===== config.mk =====
export PLATFORM = sky130hd
export DESIGN_NAME = if_fetch_stage_flat
export DESIGN_NICKNAME = d
export VERILOG_FILES = /design/src/rtl/mcpu_pkg.sv /design/src/rtl/if_fetch_stage_if.sv /design/src/rtl/if_fetch_stage_ifid_reg.sv /design/src/rtl/if_fetch_stage.sv /design/src/flat_wrapper.sv
export SDC_FILE = /design/constraint.sdc
export NUM_CORES = 1
export LEC_CHECK = 0
export CELL_PAD_IN_SITES_DETAIL_PLACEMENT = 1
export CELL_PAD_IN_SITES_GLOBAL_PLACEMENT = 1
export CORE_MARGIN = 2
export CORE_UTILIZATION = 29
export CTS_BUF_LIST = sky130_fd_sc_hd__clkbuf_16
export DETAILED_ROUTE_END_ITERATION = 10
export PLACE_DENSITY = 0.9
export SKIP_CTS_REPAIR_TIMING = 1
export SLEW_MARGIN = 25
export SYNTH_ARGS = -nofsm -noshare
export SYNTH_HDL_FRONTEND = slang
export SYNTH_SLANG_ARGS = --single-unit

===== constraint.sdc =====
create_clock -name clk -period 1.9 [get_ports clk]
set_input_delay 0.19 -clock clk [delete_from_list [all_inputs] [get_ports clk]]
set_output_delay 0.19 -clock clk [all_outputs]
set_load 0.05 [all_outputs]

===== src/rtl/mcpu_pkg.sv =====
// Shared MCPU constants and types used by the fetch stage and its IF/ID register.
package mcpu_pkg;

  localparam int              PC_W        = 10;
  localparam logic [PC_W-1:0] RESET_PC    = 10'h000;
  localparam logic [31:0]     NOP_INSTR   = 32'h0000_0000;
  localparam int              INSTR_BYTES = 4;

  typedef enum logic [1:0] {
    BOOT = 2'd0,
    RUN  = 2'd1,
    HALT = 2'd2
  } fetch_state_t;

endpackage


===== src/rtl/if_fetch_stage_if.sv =====
// Fetch-stage control, instruction-memory and IF/ID signals.
// The master modport is the fetch stage; the slave modport is its environment.
interface if_fetch_stage_if;
  import mcpu_pkg::*;

  logic            stall;
  logic            redirect_valid;
  logic [PC_W-1:0] redirect_target;
  logic            halt_req;
  logic [31:0]     im_instr;
  logic [PC_W-1:0] pc_out;
  logic [31:0]     ifid_instr;
  logic [PC_W-1:0] ifid_pc_plus4;
  logic            ifid_valid;
  logic            halted;
  logic            misalign_err;

  modport master (
    input  stall, redirect_valid, redirect_target, halt_req, im_instr,
    output pc_out, ifid_instr, ifid_pc_plus4, ifid_valid, halted, misalign_err
  );

  modport slave (
    output stall, redirect_valid, redirect_target, halt_req, im_instr,
    input  pc_out, ifid_instr, ifid_pc_plus4, ifid_valid, halted, misalign_err
  );

endinterface


===== src/rtl/if_fetch_stage_ifid_reg.sv =====
// IF/ID pipeline register. A bubble wins over hold, and hold wins over load.
module ifid_reg
  import mcpu_pkg::*;
(
  input  logic            clk,
  input  logic            rst,
  input  logic            load_i,
  input  logic            bubble_i,
  input  logic            hold_i,
  input  logic [31:0]     instr_i,
  input  logic [PC_W-1:0] pc_plus4_i,
  output logic [31:0]     instr_o,
  output logic [PC_W-1:0] pc_plus4_o,
  output logic            valid_o
);

  logic [31:0]     instr_q;
  logic [PC_W-1:0] pc_plus4_q;
  logic            valid_q;

  always_ff @(posedge clk) begin
    if (rst || bubble_i) begin
      instr_q    <= NOP_INSTR;
      pc_plus4_q <= '0;
      valid_q    <= 1'b0;
    end else if (!hold_i && load_i) begin
      instr_q    <= instr_i;
      pc_plus4_q <= pc_plus4_i;
      valid_q    <= 1'b1;
    end
  end

  assign instr_o    = instr_q;
  assign pc_plus4_o = pc_plus4_q;
  assign valid_o    = valid_q;

endmodule


===== src/rtl/if_fetch_stage.sv =====
// MCPU instruction-fetch stage: PC register, BOOT/RUN/HALT sequencing and next-PC
// selection (halt > redirect > stall > sequential), feeding the IF/ID register.
module if_fetch_stage
  import mcpu_pkg::*;
(
  input  logic clk,
  input  logic rst,
  if_fetch_stage_if.master fif
);

  fetch_state_t    state_q, state_d;
  logic [PC_W-1:0] pc_q, pc_d, pc_plus4;
  logic            misalign_q, misalign_d;
  logic            halted_q;
  logic            ifid_load, ifid_bubble, ifid_hold;

  assign pc_plus4 = pc_q + PC_W'(INSTR_BYTES);

  always_comb begin
    state_d     = state_q;
    pc_d        = pc_q;
    misalign_d  = misalign_q;
    ifid_load   = 1'b0;
    ifid_bubble = 1'b0;
    ifid_hold   = 1'b0;
    case (state_q)
      BOOT: begin
        state_d     = RUN;
        ifid_bubble = 1'b1;
      end
      RUN: begin
        // A misaligned target flags the error even when halt wins the same edge.
        if (fif.redirect_valid && (fif.redirect_target[1:0] != 2'b00))
          misalign_d = 1'b1;
        if (fif.halt_req) begin
          state_d     = HALT;
          ifid_bubble = 1'b1;
        end else if (fif.redirect_valid) begin
          pc_d        = {fif.redirect_target[PC_W-1:2], 2'b00};
          ifid_bubble = 1'b1;
        end else if (fif.stall) begin
          ifid_hold = 1'b1;
        end else begin
          pc_d      = pc_plus4;
          ifid_load = 1'b1;
        end
      end
      HALT: begin
        ifid_bubble = 1'b1;
      end
      default: begin
        state_d     = BOOT;
        ifid_bubble = 1'b1;
      end
    endcase
  end

  always_ff @(posedge clk) begin
    if (rst) begin
      state_q    <= BOOT;
      pc_q       <= RESET_PC;
      misalign_q <= 1'b0;
      halted_q   <= 1'b0;
    end else begin
      state_q    <= state_d;
      pc_q       <= pc_d;
      misalign_q <= misalign_d;
      halted_q   <= (state_d == HALT);
    end
  end

  ifid_reg u_ifid_reg (
    .clk        (clk),
    .rst        (rst),
    .load_i     (ifid_load),
    .bubble_i   (ifid_bubble),
    .hold_i     (ifid_hold),
    .instr_i    (fif.im_instr),
    .pc_plus4_i (pc_plus4),
    .instr_o    (fif.ifid_instr),
    .pc_plus4_o (fif.ifid_pc_plus4),
    .valid_o    (fif.ifid_valid)
  );

  assign fif.pc_out       = pc_q;
  assign fif.halted       = halted_q;
  assign fif.misalign_err = misalign_q;

endmodule


===== src/flat_wrapper.sv =====
// flat-port wrapper written by rule: the top's interface ports become plain ports
module if_fetch_stage_flat import mcpu_pkg::*;
  (clk, rst, fif_stall, fif_redirect_valid, fif_redirect_target, fif_halt_req, fif_im_instr, fif_pc_out, fif_ifid_instr, fif_ifid_pc_plus4, fif_ifid_valid, fif_halted, fif_misalign_err);
  if_fetch_stage_if fif_i ();
  input  logic clk;
  input  logic rst;
  input wire logic [$bits(fif_i.stall)-1:0] fif_stall;
  input wire logic [$bits(fif_i.redirect_valid)-1:0] fif_redirect_valid;
  input wire logic [$bits(fif_i.redirect_target)-1:0] fif_redirect_target;
  input wire logic [$bits(fif_i.halt_req)-1:0] fif_halt_req;
  input wire logic [$bits(fif_i.im_instr)-1:0] fif_im_instr;
  output wire logic [$bits(fif_i.pc_out)-1:0] fif_pc_out;
  output wire logic [$bits(fif_i.ifid_instr)-1:0] fif_ifid_instr;
  output wire logic [$bits(fif_i.ifid_pc_plus4)-1:0] fif_ifid_pc_plus4;
  output wire logic [$bits(fif_i.ifid_valid)-1:0] fif_ifid_valid;
  output wire logic [$bits(fif_i.halted)-1:0] fif_halted;
  output wire logic [$bits(fif_i.misalign_err)-1:0] fif_misalign_err;
  assign fif_i.stall = fif_stall;
  assign fif_i.redirect_valid = fif_redirect_valid;
  assign fif_i.redirect_target = fif_redirect_target;
  assign fif_i.halt_req = fif_halt_req;
  assign fif_i.im_instr = fif_im_instr;
  assign fif_pc_out = fif_i.pc_out;
  assign fif_ifid_instr = fif_i.ifid_instr;
  assign fif_ifid_pc_plus4 = fif_i.ifid_pc_plus4;
  assign fif_ifid_valid = fif_i.ifid_valid;
  assign fif_halted = fif_i.halted;
  assign fif_misalign_err = fif_i.misalign_err;
  if_fetch_stage u_core (.clk(clk), .rst(rst), .fif(fif_i));
endmodule

* After elaboration in Yosys (flattened, before gate mapping)
Cells that the tools add are included.
Word-level totals: register bits after elaboration 57, input bits 47, output and inout port bits 55, word-level logic and storage cells 36
Operators by class: $add $sub $neg 1, eq/ne operators 4, multiplexer cells 15, bitwise logic cells 1, reductions and logical operators 8
Operators by type and width (count):
- 2-to-1 mux 10 bit | 2
- 2-to-1 mux 1 bit | 11
- adder 10 x 3 -> 10 bit (second input constant) | 1
- one-hot mux 2 bit (3 select lines) | 1
- == test 2 bit (second input constant) | 2
- AND reduction 3 bit | 1
- == test 2 x 1 -> 1 bit (second input constant) | 1
- logical AND 1 bit | 2
- zero test 2 bit | 1
- 2-to-1 mux 2 bit | 1
- != test 2 x 1 -> 1 bit (second input constant) | 1
- AND reduction 2 bit | 1
- nonzero test 2 bit | 1
- zero test 1 bit | 1
- logical OR 1 bit | 1
- NOT 1 bit | 1

* Depth between registers and ports, before layout
Gate-level depths: netlist of the first run.
depth after elaboration 6, depth in mapped cells 6

* Modules after synthesis
Synthesis of the first run repeated with hierarchy kept, for this count alone.
Second synthesis, totals: cells, all modules 277, area, all modules 2188.3 um2
By module, submodules not included:
- ifid_reg | instances 1, cells each 189, area each 1505.2 um2
- if_fetch_stage | instances 1, cells each 88, area each 683.2 um2

* Worst setup path before layout of the first run
No wires, ideal clock.
path type reg-to-reg, start reg u_core.pc_q[2], in the netlist u_core.fif.pc_out[2], end reg u_core.pc_q[8], in the netlist u_core.fif.pc_out[8], library setup time 0.122 ns, arrival 1.588 ns, slack 0.190 ns, cell stages (with the launch flop) 6, buffers on the path 0, clock period less this slack 1.710 ns, cells stage by stage dfxtp_1 > ha_1 > nand2_1 > nor2_1 > xnor2_1 > a221o_1
Between the ends: longest elaborated chain between the ends 3
RTL lines:
- start: declaration | RTL line if_fetch_stage.sv:12 | logic [PC_W-1:0] pc_q, pc_d, pc_plus4;
- start signal: assignment | RTL line if_fetch_stage.sv:66 | pc_q <= pc_d;
- adder 10 x 3 -> 10 bit | RTL line if_fetch_stage.sv:17 | assign pc_plus4 = pc_q + PC_W'(INSTR_BYTES);
- 2-to-1 mux 10 bit | RTL line if_fetch_stage.sv:41 | end else if (fif.stall) begin
- 2-to-1 mux 10 bit | RTL line if_fetch_stage.sv:38 | end else if (fif.redirect_valid) begin
No other way between the ends. The select of a mux whose other input is x is not followed. A chain may end at the register's enable or synchronous reset.

* Worst setup path in the final report of the first run
start reg u_core.pc_q[2], in the netlist u_core.fif.pc_out[2], end out fif_pc_out[2]
RTL lines:
- end: declaration | RTL line flat_wrapper.sv:12 | output wire logic [$bits(fif_i.pc_out)-1:0] fif_pc_out;
No word-level cell between the ends.

==> results by group, run 1 <==
Setup path
  • CP required: between 1.5 and 2 ns
  • Slowest cell on the critical path: clkdlybuf4s50_1
  • Critical Path Max Stage Delay: roughly 0.86 ns
  • WS Path Type: reg -> out
  • Start point of the critical path: u_core.fif.pc_out[2]
  • Worst reg2reg path startpoint: u_core.state_q[0]
  • Cell class contributing the biggest share of worst-path delay: buffers and inverters
  • Critical-path maximum fanout: 7
  • Arrival time worst endpoint: 1.62 ns
  • Startpoint Class: register
  • Crit. End Element: output port
  • Buf+Inv Stages, Crit Path: 1
  • Worst-path cell chain: clkdlybuf4s50_1

Power and ir drop
  • Pwr dens: just over 700 mW/mm2
  • Maximum VDD drop: roughly 300 uV
  • Design Power: between 2000 and 2500 uW
  • P_leak: approximately 0.0013 uW

Global route
  • Grt ovf: 0
  • Initial antenna violation count: 0
  • Largest net degree at the start of global routing: 44
  • GRT Overall Usage: 14.5%
  • First-pass GRT wire length: between 8 and 9 mm
  • Vias in the first global route: about 2000

Route
  • DRT antenna net count: 0
  • Drt wl/cell: approximately 14 um
  • Via density: ~4.5
  • Initial DRC count: 60
  • Final wirelength: 5.74 mm
  • TritonRoute pass-1 iters: 4
  • Via count: between 1500 and 2000
  • DRC viols: 0

Clock network
  • Clk slew on worst S/H paths: 0.07 ns
  • Clock insertion delay at the later pin of the skew report: ~0.29 ns
  • CTS Buffer Depth: 2
  • Clk root buf: clkbuf_16
  • CTS tree: yes
  • CTS Sinks: 53
  • CTS Buf Count: 5
  • H-tree Lvls: 2

Cells and area
  • Final #Nets: between 300 and 400
  • Growth of design area from synthesis to finish: 58.0%
  • Share of layout cells above drive strength 1: under 10%
  • N_diodes: 0
  • Post-route design area: roughly 0.0034 mm2
  • Fillers: just over 800
  • Utilization after layout: 46.9%

Logic synthesis
  • Area fraction of the dominant cell type after synthesis: around 50%
  • Post-Synth XOR/XNOR Area: under 10%
  • Ranking of synthesized cells by area: dfxtp_1 50%, mux2i_1 17%, nor2_1 8.3%, a21oi_1 2.1%, xnor2_1 1.6%
  • Post-Synthesis Cell Area: about 0.0021 mm2
  • Distinct cells, synth: 38
  • Largest family of logic cells by synthesized area: multiplexers
  • Register bit total from synthesis: 53
  • Cells after Synth: roughly 220
  • Synth area leader: dfxtp_1
  • Post-Synth Simple-Gate Area: between 10% and 20%
  • Synth warn: 0
  • Mean Syn Cell Area: between 9 and 10 um2
  • Compound-Gate Fraction of Synth Area: 8.29%
  • Synth Area in Adders: less than 1%
  • Register area share after synthesis: between 40 and 50%
  • Multiplexer share of the synthesized area: between 10% and 20%

STA
  • Setup Viol. Count Final: 0
  • Slew @ Worst Pin: between 0.5 and 0.6 ns
  • Max_slew headroom: approximately two thirds
  • Final Worst Setup Slack: roughly 0.092 ns
  • Final Max Tran Viols: 0
  • Fmax achieved: around 550 MHz
  • Setup Skew: between 0.004 and 0.005 ns
  • Fin crit share: between 90% and 100%
  • Unrepaired setup endpoints after global routing: false
  • Fin crit period: between 1.5 and 2 ns
  • Final hold violation count: 0

Placed design
  • Area after DPL: roughly 0.0032 mm2
  • Hpwl dp: around 4.4 mm
  • Gpl congestion: about 0.71
  • Buffers added on ports: 97
  • Worst slack, placed: -0.0229 ns

Floorplanning
  • I/O pin cnt: a little over 100
  • Die extent in y: about 90 um
  • DIE WIDTH: 89.7 um
  • Row cnt: 31
  • Initial Util: just under 30%
  • Die area: between 0.008 and 0.009 mm2
  • Core area: roughly 0.0072 mm2

Hold path
  • Worst hold path startpoint: fif_stall
  • HP Class: in -> reg

Run status
  • Run status: completed

Run
  • # Max-Cap Violations: 0
[power breakdown]
part / internal (uW) / switching [uW] / total (uW)
clock network: 477 / 388 / 865
registers: 1130 / 18.8 / 1150
logic: 179 / 179 / 358
[synth_stat cells, drive strengths merged]
cell type,count
a211oi,3
a21oi,10
a221o,2
a311oi,1
a31oi,2
and3,3
and4bb,1
buf,10
clkbuf,8
conb,1
dfxtp,53
ha,1
inv,6
mux2,1
mux2i,36
nand2,9
nand2b,4
nand3,3
nor2,48
nor2b,1
nor3,3
nor3b,1
o211ai,1
o21a,2
o21ai,4
o31ai,1
o41ai,1
or2,1
or3,1
or3b,1
xnor2,4
xor2,1
[layout make-up]
type / count / area, um2 / share of cell area (%)
clock buffer: 5 / 125 / 3.72
clock inverter: 2 / 11.3 / 0.335
inverter: 6 / 22.5 / 0.670
multi-input combinational: 150 / 960 / 28.5
sequential: 53 / 1060 / 31.6
tap: 99 / 124 / 3.68
timing repair buffer: 106 / 1060 / 31.5
[kinds of logic (layout without fill, tap and decap cells)]
| logic type | count (synthesis) | count (layout) |
|---|---|---|
| AO/OA/AOI/OAI | 27 | 27 |
| XOR/XNOR | 5 | 5 |
| adder cells (fa/ha/maj) | 1 | 1 |
| buffers and inverters | 24 | 119 |
| flip-flops | 53 | 53 |
| multiplexers | 37 | 37 |
| other | 1 | 4 |
| AND/OR/NAND/NOR | 76 | 76 |
[final timing paths]
check,endpoint,slack [ns],cells after the start
min reg2reg,u_core.u_ifid_reg.valid_o,0.47,2
max reg2reg,u_core.u_ifid_reg.pc_plus4_o[9],0.22,4
max,fif_pc_out[2],0.09,1
min,u_core.u_ifid_reg.pc_plus4_o[7],0.46,3
[flip-flops by register name (all words and copies together), names as in the netlist]
name and flops:
u_core.u_ifid_reg.valid_o 1, u_core.u_ifid_reg.instr_o 32, u_core.fif.misalign_err 1, u_core.fif.halted 1, u_core.u_ifid_reg.pc_plus4_o 8, u_core.state_q 2
u_core.fif.pc_out 8
[cell usage in the layout, fill, tap and decap left out, types with 2 or more instances in the layout]
| cell | netlist | routed |
|---|---|---|
| a211oi_1 | 3 | 3 |
| a31oi_1 | 2 | 2 |
| dfxtp_1 | 53 | 53 |
| buf_4 | 4 | 7 |
| buf_12 | 0 | 2 |
| clkdlybuf4s50_1 | 0 | 96 |
| conb_1 | 1 | 4 |
| o21ai_0 | 4 | 4 |
| nand2_1 | 9 | 9 |
| nand3_1 | 3 | 3 |
| nor2_1 | 47 | 47 |
| a21oi_1 | 9 | 9 |
| and3_1 | 3 | 3 |
| clkbuf_16 | 0 | 5 |
| nor3_1 | 3 | 3 |
| nand2b_1 | 4 | 4 |
| mux2i_1 | 36 | 36 |
| o21a_1 | 2 | 2 |
| a221o_1 | 2 | 2 |
| xnor2_1 | 4 | 4 |
| inv_1 | 6 | 6 |
[through the flow]
step                      setup TNS [ns]  hold WS (ns)  std cells
after floorplan                        0         0.293        227
after global placement                 0         0.446        414
after detailed placement         -0.0421         0.457        414
after CTS                              0         0.432        421
after global routing                   0         0.456        421
final                                  0         0.461        421
[per-layer routing]
| metal | wire length (um) | track usage (%) |
|---|---|---|
| met2 | 2870 | 25.7 |
| met1 | 2390 | 16.5 |
| met5 | 0 | 0 |
| met3 | 394 | 4.11 |
| met4 | 81 | 5.70 |
Power figures use the tool's default switching activity.
==> inputs of run 2 (changes only) <==
--- a/config.mk
+++ b/config.mk
@@ -8,10 +8,12 @@
 export CELL_PAD_IN_SITES_DETAIL_PLACEMENT = 1
 export CELL_PAD_IN_SITES_GLOBAL_PLACEMENT = 1
 export CORE_MARGIN = 2
-export CORE_UTILIZATION = 29
+export CORE_UTILIZATION = 37
 export CTS_BUF_LIST = sky130_fd_sc_hd__clkbuf_16
 export DETAILED_ROUTE_END_ITERATION = 10
-export PLACE_DENSITY = 0.9
+export DONT_BUFFER_PORTS = 1
+export PLACE_DENSITY = 0.77
+export REMOVE_ABC_BUFFERS = 1
 export SKIP_CTS_REPAIR_TIMING = 1
 export SLEW_MARGIN = 25
 export SYNTH_ARGS = -nofsm -noshare
==> results by group, run 2 (synthesized netlist as in run 1, its figures left out) <==
Floorplanning
  • Die area: 0.00637 mm2 (was 0.00804 mm2)
  • I/O pin cnt: 102 (unchanged)
  • DIE WIDTH: 79.8 um (was 89.7 um)
  • Initial Util: 38.4% (was 29.7%)
  • Row cnt: 27 (was 31)
  • Die extent in y: 79.8 um (was 89.7 um)
  • Core area: 0.00554 mm2 (was 0.00718 mm2)

Cells and area
  • Growth of design area from synthesis to finish: 11.6% (was 58.0%)
  • Share of layout cells above drive strength 1: 10.5% (was 6.52%)
  • Most frequent cells in the layout: 53 x dfxtp_1, 47 x nor2_1, 36 x mux2i_1, 11 x buf_4 (was 96 x clkdlybuf4s50_1, 53 x dfxtp_1, 47 x nor2_1, 36 x mux2i_1)
  • Final #Nets: 276 (was 370)
  • Max reg flops: 32 (unchanged)
  • Commonest non-fill, non-tap cell in the layout: dfxtp_1 (was clkdlybuf4s50_1)
  • N_diodes: 0 (unchanged)

STA
  • Final hold violation count: 0 (unchanged)
  • Slew @ Worst Pin: 0.540 ns (was 0.527 ns)
  • Fmax achieved: 563 MHz (was 553 MHz)
  • Setup Viol. Count Final: 0 (unchanged)
  • Setup tns final: 0 ns (unchanged)
  • Final Max Tran Viols: 0 (unchanged)
  • Final Worst Setup Slack: 0.125 ns (was 0.0922 ns)
  • Setup Skew: 0.00686 ns (was 0.00477 ns)
  • Fin crit share: 93.4% (was 95.1%)
  • Fin crit period: 1.77 ns (was 1.81 ns)
  • Unrepaired setup endpoints after global routing: false (unchanged)
  • Max_slew headroom: 63.9% (was 64.8%)

Route
  • DRT antenna net count: 0 (unchanged)
  • Via count: 1564 (was 1903)
  • Initial DRC count: 51 (was 60)
  • TritonRoute pass-1 iters: 4 (unchanged)
  • DRC viols: 0 (unchanged)
  • Drt wl/cell: 16.1 um (was 13.6 um)
  • Via density: 5.20 (was 4.52)
  • Final wirelength: 4.83 mm (was 5.74 mm)

Global route
  • GRT Overall Usage: 15.0% (was 14.5%)
  • Largest net degree at the start of global routing: 45 (was 44)
  • Initial antenna violation count: 0 (unchanged)
  • Vias in the first global route: 1545 (was 1989)
  • Grt ovf: 0 (unchanged)
  • First-pass GRT wire length: 7.41 mm (was 8.98 mm)

Clock network
  • CTS Buffer Depth: 2 (unchanged)
  • CTS Buf Count: 5 (unchanged)
  • CTS tree: yes (unchanged)
  • Clock insertion delay at the later pin of the skew report: 0.29 ns (about the same)
  • CTS Sinks: 53 (unchanged)
  • Clk root buf: clkbuf_16 (unchanged)
  • H-tree Lvls: 2 (unchanged)
  • Clk slew on worst S/H paths: 0.07 ns (about the same)

Power and ir drop
  • P_leak: 0.000956 uW (was 0.00129 uW)
  • Maximum VDD drop: 415 uV (was 299 uV)
  • Pwr dens: 949 mW/mm2 (was 706 mW/mm2)

Setup path
  • Arrival time worst endpoint: 2.00 ns (was 1.62 ns)
  • Reg2reg end: u_core.u_ifid_reg.instr_o[25] (was u_core.u_ifid_reg.pc_plus4_o[9])
  • Flop-to-flop setup slack: 0.13 ns (was 0.22 ns)
  • Start point of the critical path: u_core.state_q[0] (was u_core.fif.pc_out[2])
  • CP required: 2.13 ns (was 1.71 ns)
  • Crit. End Element: register (was output port)
  • Worst reg2reg path startpoint: u_core.state_q[0] (unchanged)
  • Reg2Reg Depth: 4 (unchanged)
  • Startpoint Class: register (unchanged)
  • WS Path Type: reg -> reg (was reg -> out)
  • Critical-path maximum fanout: 22 (was 7)

Placed design
  • Hpwl dp: 3.47 mm (was 4.39 mm)
  • Worst slack, placed: 0.135 ns (was -0.0229 ns)
  • Gpl congestion: 0.826 (was 0.713)
  • Buffers added on ports: 0 (was 97)

Hold path
  • Worst hold path startpoint: rst (was fif_stall)
  • Hold path depth: 1 (was 3)
  • Hold endpoint: u_core.fif.pc_out[9] (was u_core.u_ifid_reg.pc_plus4_o[7])
  • HP Class: in -> reg (unchanged)

Run status
  • Run status: completed (unchanged)

Run
  • # Max-Cap Violations: 0 (unchanged)
run 2: cell types whose count changed in the layout (fill, tap and decap cells not counted):
| cell | change |
|---|---|
| buf_2 | -1 |
| buf_4 | +4 |
| clkinv_4 | +1 |
| clkdlybuf4s50_1 | -96 |
| dlygate4sd3_1 | +1 |
| buf_12 | -2 |
| inv_6 | +1 |
| clkinv_1 | -1 |
run 2: stage by stage:
stage | total power [uW] | cell area, um2 | utilization, % | instances | hold WS (ns)
global placement | 1370 | 2220 | 40.0 | 292 | 0.262
floorplan | 1340 | 2040 | - | 209 | 0.259
detailed placement | 1370 | 2220 | 40.0 | 292 | 0.267
global route | 2340 | 2380 | 42.9 | 301 | 0.00400
CTS | 2290 | 2370 | 42.7 | 300 | -0.0393
finish | 2250 | 2380 | 42.9 | 301 | 0.00197
run 2: critical path, stage by stage (launching register included):
cell and delay [ns]:
dfxtp_1 0.40, or3b_4 0.42, or3_1 0.49, buf_4 0.28, nor2_1 0.13
run 2: how the worst max path moves through the flow:
stage,endpoint,slack (ns),cells past startpoint
finish,u_core.u_ifid_reg.instr_o[25],0.13,4
detailed placement,u_core.u_ifid_reg.instr_o[25],0.13,4
global placement,u_core.u_ifid_reg.valid_o,0.20,4
floorplan,u_core.u_ifid_reg.pc_plus4_o[7],0.04,4
CTS,u_core.u_ifid_reg.instr_o[25],0.13,4
global route,u_core.u_ifid_reg.valid_o,0.007,4
run 2: metal layers:
layer	vias to the layer above	track usage, %	wire length [um]
li1	755	-	-
met1	736	17.4	2020
met2	69	26.1	2370
met3	4	5.20	398
met4	0	4.58	45
met5	-	0	0
run 2: cell type report:
class | count | area [um2]
Timing Repair Buffer | 12 | 92.6
Inverter | 6 | 22.5
Clock inverter | 3 | 25.0
Clock buffer | 5 | 125
Fill cell | 649 | 3160
Sequential cell | 53 | 1060
Tap cell | 72 | 90.1
Multi-Input combinational cell | 150 | 960
run 2: report_power, final:
group          internal, uW  total [uW]  switching, uW
sequential             1130        1180           54.1
combinational          69.8         166           95.8
clock                   495         904            408
total                  1700        2250            558
